## src/rtl/button_pulse.sv

```systemverilog
// Synchronizes and debounces a raw pushbutton, emitting one INC pulse per accepted press.
// Define BUTTON_PULSE_AUTOREPEAT_EN to add periodic INC pulses while the button is held.
module button_pulse #(
  parameter int DEBOUNCE_CYCLES = 250000,
  parameter int REPEAT_CYCLES   = 25000000
) (
  input  logic CLK,
  input  logic Reset,
  input  logic BTN,
  output logic INC,
  output logic Pressed
);

  localparam int MAX_CYCLES = (DEBOUNCE_CYCLES > REPEAT_CYCLES) ? DEBOUNCE_CYCLES : REPEAT_CYCLES;
  localparam int CW = $clog2(MAX_CYCLES);
  localparam logic [CW-1:0] DB_LAST = CW'(DEBOUNCE_CYCLES - 1);

  typedef enum logic [1:0] {IDLE, WAIT_HIGH, HIGH, WAIT_LOW} state_t;

  state_t        state;
  logic          s1;
  logic          s2;
  logic [CW-1:0] cnt;
`ifdef BUTTON_PULSE_AUTOREPEAT_EN
  localparam logic [CW-1:0] RPT_LAST = CW'(REPEAT_CYCLES - 1);
  logic [CW-1:0] rpt;
`endif

  always_ff @(posedge CLK or posedge Reset) begin
    if (Reset) begin
      s1 <= 1'b0;
      s2 <= 1'b0;
    end else begin
      s1 <= BTN;
      s2 <= s1;
    end
  end

  always_ff @(posedge CLK or posedge Reset) begin
    if (Reset) begin
      state   <= IDLE;
      cnt     <= '0;
      INC     <= 1'b0;
      Pressed <= 1'b0;
`ifdef BUTTON_PULSE_AUTOREPEAT_EN
      rpt     <= '0;
`endif
    end else begin
      INC <= 1'b0;
      case (state)
        IDLE: begin
          if (s2) begin
            state <= WAIT_HIGH;
            cnt   <= '0;
          end
        end
        WAIT_HIGH: begin
          if (!s2) begin
            state <= IDLE;
          end else if (cnt == DB_LAST) begin
            state   <= HIGH;
            INC     <= 1'b1;
            Pressed <= 1'b1;
`ifdef BUTTON_PULSE_AUTOREPEAT_EN
            rpt     <= '0;
`endif
          end else begin
            cnt <= cnt + 1'b1;
          end
        end
        HIGH: begin
          // A release sample takes priority over a repeat pulse on the same cycle.
          if (!s2) begin
            state <= WAIT_LOW;
            cnt   <= '0;
          end
`ifdef BUTTON_PULSE_AUTOREPEAT_EN
          else if (rpt == RPT_LAST) begin
            rpt <= '0;
            INC <= 1'b1;
          end else begin
            rpt <= rpt + 1'b1;
          end
`endif
        end
        WAIT_LOW: begin
          if (s2) begin
            state <= HIGH;
`ifdef BUTTON_PULSE_AUTOREPEAT_EN
            rpt   <= '0;
`endif
          end else if (cnt == DB_LAST) begin
            state   <= IDLE;
            Pressed <= 1'b0;
          end else begin
            cnt <= cnt + 1'b1;
          end
        end
        default: state <= IDLE;
      endcase
    end
  end

endmodule
```

## config.mk

```make
export PLATFORM = sky130hd
export DESIGN_NAME = button_pulse
export DESIGN_NICKNAME = d
export VERILOG_FILES = /design/src/rtl/button_pulse.sv
export SDC_FILE = /design/constraint.sdc
export NUM_CORES = 1
export LEC_CHECK = 0
export ABC_AREA = 1
export CORE_UTILIZATION = 40
export DETAILED_ROUTE_END_ITERATION = 10
export GPL_TIMING_DRIVEN = 1
export SYNTH_ARGS = -nofsm -noshare
export SYNTH_HDL_FRONTEND = slang
export SYNTH_SLANG_ARGS = --single-unit
```

## constraint.sdc

```tcl
create_clock -name CLK -period 1.8 [get_ports CLK]
set_input_delay 0.36 -clock CLK [delete_from_list [all_inputs] [get_ports CLK]]
set_output_delay 0.36 -clock CLK [all_outputs]
set_load 0.01 [all_outputs]
```

==> results of run 1 <==
-- cells in the mapped netlist (all sizes together) --
cell type	n
nand4	3
nor2	39
clkbuf	1
nand3b	3
ha	1
nand2	114
nor3	3
xor2	9
xnor2	2
o21ai	11
dfrtp	31
inv	26
buf	5
o21bai	2
nand3	25
a21oi	1
-- report_power, final --
| group | switching [W] | internal [W] |
|---|---|---|
| sequential | 0.00000901 | 0.000708 |
| clock | 0.000271 | 0.000448 |
| combinational | 0.0000578 | 0.0000342 |
-- per-stage QoR --
step                      setup TNS (ns)  setup slack (ns)  instances
final                                  0             0.199        358
after global routing                   0          0.000612        358
after CTS                              0             0.107        357
after detailed placement          -0.123           -0.0434        349
after global placement                 0            0.0349        349
after floorplan                        0             0.303        276
-- logic make-up (layout without fill, tap and decap cells) --
group / after synthesis / after routing / synth area share (%)
flops: 31 / 31 / 38.7
fa+ha+maj: 1 / 1 / 0.625
simple gates: 187 / 187 / 42.2
buf+inv: 32 / 47 / 8.19
compound gates: 14 / 14 / 5.44
xor+xnor: 11 / 11 / 4.81
-- per-layer routing --
layer / vias up / track usage, %
met1: 745 / 23.7
met5: - / 0
met3: 5 / 4.14
li1: 889 / -
met2: 17 / 29.3
met4: 0 / 6.54
-- timing repair --
item                                    4_1_cts  5_1_grt
gates resized for setup                       1        2
cloned                                        0        0
buffers inserted                              0        1
endpoints found under the setup margin        7       21
-- registers in the layout, indices dropped and copies added (netlist names), named ones only --
signal and cells:
Pressed 1, cnt 25, s2 1, s1 1
state 1, INC 1
-- cell type report --
| type | instances | area (um^2) |
|---|---|---|
| clock buffer | 6 | 82.6 |
| timing repair buffer | 13 | 133 |
| sequential | 31 | 776 |
| inverter | 26 | 97.6 |
| multi-input combinational | 213 | 1070 |
| fill | 509 | 2470 |
| clock inverter | 2 | 35.0 |
| tap | 67 | 83.8 |
-- path summary, 6_finish.rpt --
path                       startpoint  cells after the start       end  slack [ns]
min reg2reg                        s1                      0        s2        0.36
max reg2reg                    cnt[0]                     10    cnt[7]        0.20
max in group asynchronous       Reset                      3    cnt[7]        1.06
min                                s1                      0        s2        0.36
max                            cnt[0]                     10    cnt[7]        0.20
min in group asynchronous       Reset                      3  state[0]        0.45
-- critical path, stage by stage, from the launching register on --
cell	delay, ns
dfrtp_1	0.37
ha_2	0.20
nand2_2	0.08
inv_2	0.09
nand2_2	0.08
nor2_4	0.17
nand3_4	0.14
nand2_8	0.12
buf_12	0.15
nand2_1	0.06
nand2_1	0.07
==> reports/results.ini, run 1 <==
[cts]
clock_latency_ns = 0.29
htreeDepth = 2
clock-sinks = 31
path_clk_slew_ns = 0.07
clock_path_buffers = 2
numCtsBuffers = 5
clk_root_buffer_cell = clkbuf_8
cts_hold_buf = 0
cts_tree = built

[yosys]
synth_area_per_cell_um2 = 7.25
seq_area_frac_synth_pct = 38.8
yosysTopAreaCellShare_pct = 38.8
synth_seq_cells = 31
synth.distinct_cells = 27
synth.cell_area_um2 = 2000
ys_warn_count = 0
synth_nets = 280
synth_cells = 276
ys_top_cells_by_area = dfrtp_1 39%, nand2_1 19%, nor2_1 6.0%, nand3_1 5.8%, inv_1 4.5%
yosysTopAreaCell = dfrtp_1

[pwr]
p_leak_nw = 1.06
vdd_drop_max_v = 0.000328
power_per_cell_area_nw_per_um2 = 670
total_power_w = 0.00153

[routing]
dr.first_iter.drc_count = 83
ant_nets = 0
dr.pass1.iters = 4
num_vias = 1656
wl_met2_mm = 1.87
wl_met3_um = 107
route.detailed.drc = 0
wl_per_cell_um = 11.3
wl_met1_mm = 2.01
drt-total-wl_mm = 4.05
vias_per_cell = 4.63
routed.top_layer = met4

[final_layout]
final_common_cell = nand2_1
stdcell_area_um2 = 2280
final_util_pct = 47.9
layout_common_cells = 102 x nand2_1, 32 x nor2_1, 31 x dfrtp_1
drive_gt1_share_pct = 17.5
syn_to_final_growth_pct = 13.9
antennaDiodeCount = 0
nNetsFinal = 294

[floorplanning]
die_h_um = 72.7
num_rows = 25
die_area_um2 = 5290
start_util_pct = 42.1
die_w_um = 72.7
core_um2 = 4750
ios = 5

[global_routing]
grt_pass1_wl_mm = 7.25
grt_max_degree = 32
track_usage_pct = 18.1
first_global_vias = 1602
grt.overflow.total = 0
antenna_found_initial = 0

[timing]
finalSetupViolations = 0
period_needed_ns = 1.60
fmax_mhz = 625
skew_ns = 0.00904
finalCritPeriodShare_pct = 88.9
report.final.slew_viol_count = 0
rsz0062_at_grt = false
whs_ns = 0.362
max_slew_margin_pct = 73.4
finalHoldViolations = 0
worst_slew_pin_slew_ns = 0.400

[worst_setup_path]
critPathRequiredTime_ns = 2.02
arrival_ns = 1.82
path_class = flip-flop to flip-flop
crit_fanout = 17
startpoint_type = flip-flop
cp-end-kind = flip-flop

[hold_path]
hp-class = flip-flop to flip-flop

[place]
hpwl_mm = 3.03
port_buffers = 4
gp_congestion = 0.814
placed_area_um2 = 2140

[job]
cap_violations = 0

[run_status]
status = finished clean

Note: power is estimated with default switching activity, not from simulation.
==> run 2, diff against run 1 <==
--- a/config.mk
+++ b/config.mk
@@ -7,6 +7,7 @@
 export LEC_CHECK = 0
 export ABC_AREA = 1
 export CORE_UTILIZATION = 40
+export CTS_CLUSTER_SIZE = 14
 export DETAILED_ROUTE_END_ITERATION = 10
 export GPL_TIMING_DRIVEN = 1
 export SYNTH_ARGS = -nofsm -noshare
==> results of run 2 <==
Same layout as run 1: the final DEF is identical, and so are final timing and power.
==> run 3, diff against run 2 <==
--- a/config.mk
+++ b/config.mk
@@ -9,6 +9,7 @@
 export CORE_UTILIZATION = 40
 export CTS_CLUSTER_SIZE = 14
 export DETAILED_ROUTE_END_ITERATION = 10
+export DONT_BUFFER_PORTS = 1
 export GPL_TIMING_DRIVEN = 1
 export SYNTH_ARGS = -nofsm -noshare
 export SYNTH_HDL_FRONTEND = slang
==> reports/results.ini, run 3 (synthesis results as in run 1) <==
[routing]
dr.first_iter.drc_count = 96
num_vias = 1692
route.detailed.drc = 0
dr.pass1.iters = 4
ant_nets = 0
vias_per_cell = 4.65
drt-total-wl_mm = 4.19
wl_per_cell_um = 11.5

[worst_setup_path]
slowest_stage = dfrtp_1
path_cells = ha_2 -> nand2_4 -> inv_4 -> nand2_4 -> nor2_4 -> nand3_4 -> buf_12 -> nand2_4 -> buf_4 -> o21ai_2
crit_fanout = 7
critPathLaunch = cnt[0]
path_class = flip-flop to flip-flop
r2r_start = cnt[0]
cp-end-kind = flip-flop
arrival_ns = 1.83
slowest_delay_ns = 0.38
startpoint_type = flip-flop
crit_top_cell = nand2_4
critPathRequiredTime_ns = 1.98

[timing]
max_slew_margin_pct = 72.2
finalSetupViolations = 0
fmax_mhz = 604
report.final.slew_viol_count = 0
whs_ns = 0.0420
worst_slew_pin_slew_ns = 0.416
skew_ns = 0.00407
finalHoldViolations = 0
tns_ns = 0
period_needed_ns = 1.66
finalCritPeriodShare_pct = 92.0

[final_layout]
final_common_cell = nand2_1
antennaDiodeCount = 0
layout_common_cells = 100 x nand2_1, 32 x nor2_1, 28 x dfrtp_1
final_cells = 364
top_register = cnt
stdcell_area_um2 = 2310
largest_reg_flops = 25
syn_to_final_growth_pct = 15.6
nNetsFinal = 300
drive_gt1_share_pct = 22.6

[pwr]
p_comb_share_pct = 7.0
p_seq_share_pct = 53.4
vdd_drop_max_v = 0.000487
p_switching_w = 0.000339
sw_frac_of_total_pct = 25.2
power_per_cell_area_nw_per_um2 = 580
p_leak_nw = 1.11
p_clk_share_pct = 39.5
total_power_w = 0.00134
p_int_w = 0.00100

[floorplanning]
die_w_um = 72.7
die_h_um = 72.7
ios = 5
core_um2 = 4750
start_util_pct = 42.1
die_area_um2 = 5290
num_rows = 25

[place]
hpwl_mm = 2.91
port_buffers = 0
placed_area_um2 = 2090
dp_cells = 345
gp_congestion = 0.822

[run_status]
status = finished clean

[global_routing]
grt.overflow.total = 0
grt_pass1_wl_mm = 7.02
grtUsageMet1_pct = 22.6
first_global_vias = 1575
grtUsageMet2_pct = 29.0
grt-busiest-layer = met2
track_usage_pct = 17.4
use_met3_pct = 3.73
grt_max_degree = 32
antenna_found_initial = 0

[cts]
clk_root_buffer_cell = clkbuf_8
clock_path_buffers = 2
clock_latency_ns = 0.28
clock-sinks = 31
cts_tree = built
htreeDepth = 2
path_clk_slew_ns = 0.06
numCtsBuffers = 5

[job]
cap_violations = 0

[hold_path]
hp-class = input port to asynchronous set/reset pin

==> run 3: area by class of cell <==
class / instances / area [um^2]
tap: 67 / 83.8
fill: 480 / 2440
multi-input combinational: 214 / 1100
inverter: 26 / 104
clock buffer: 5 / 68.8
timing repair buffer: 18 / 160
sequential: 31 / 779
clock inverter: 3 / 15.0
==> run 3: what timing repair did <==
action	4_1_cts	5_1_grt
gates cloned	0	1
endpoints found under the hold margin	0	0
gates resized for setup	1	12
setup endpoints to repair	6	19
setup buffers	0	10
hold buffers	0	0
pin swaps	0	5
==> run 3: path summary, 6_finish.rpt <==
kind	cells after the start	endpoint	slack, ns
worst max register to register	10	cnt[23]	0.14
min in group CLK	0	s1	0.10
max in group asynchronous	2	cnt[15]	1.45
worst max-delay path	10	cnt[23]	0.14
worst min-delay path	2	cnt[3]	0.04
worst min register to register	0	s2	0.35
==> run 3: per-layer routing <==
layer	up-vias	share of wire (%)
met4	0	1.1
met3	8	2.8
li1	895	-
met1	772	49
met2	17	47
met5	-	0
==> run 3: critical path: cells and delay by family (launching register included) <==
| family | cells | cell delay, ns |
|---|---|---|
| flops | 1 | 0.38 |
| fa+ha+maj | 1 | 0.22 |
| compound gates | 1 | 0.05 |
| buf+inv | 3 | 0.36 |
| simple gates | 5 | 0.53 |
==> run 3: metrics by stage <==
stage / setup slack [ns] / util [%]
floorplan: 0.303 / -
global placement: 0.0406 / 44.0
detailed placement: 0.00391 / 44.0
CTS: 0.0532 / 45.9
global route: -0.00983 / 48.7
finish: 0.145 / 48.7
==> run 3: power groups by stage <==
stage	Combinational [W]	Clock, W	Sequential (W)
after floorplan	0.0000664	0	0.000729
after global placement	0.0000793	0	0.000730
after detailed placement	0.0000798	0	0.000730
after CTS	0.0000809	0.000552	0.000717
after global routing	0.000106	0.000571	0.000719
final	0.0000946	0.000531	0.000718
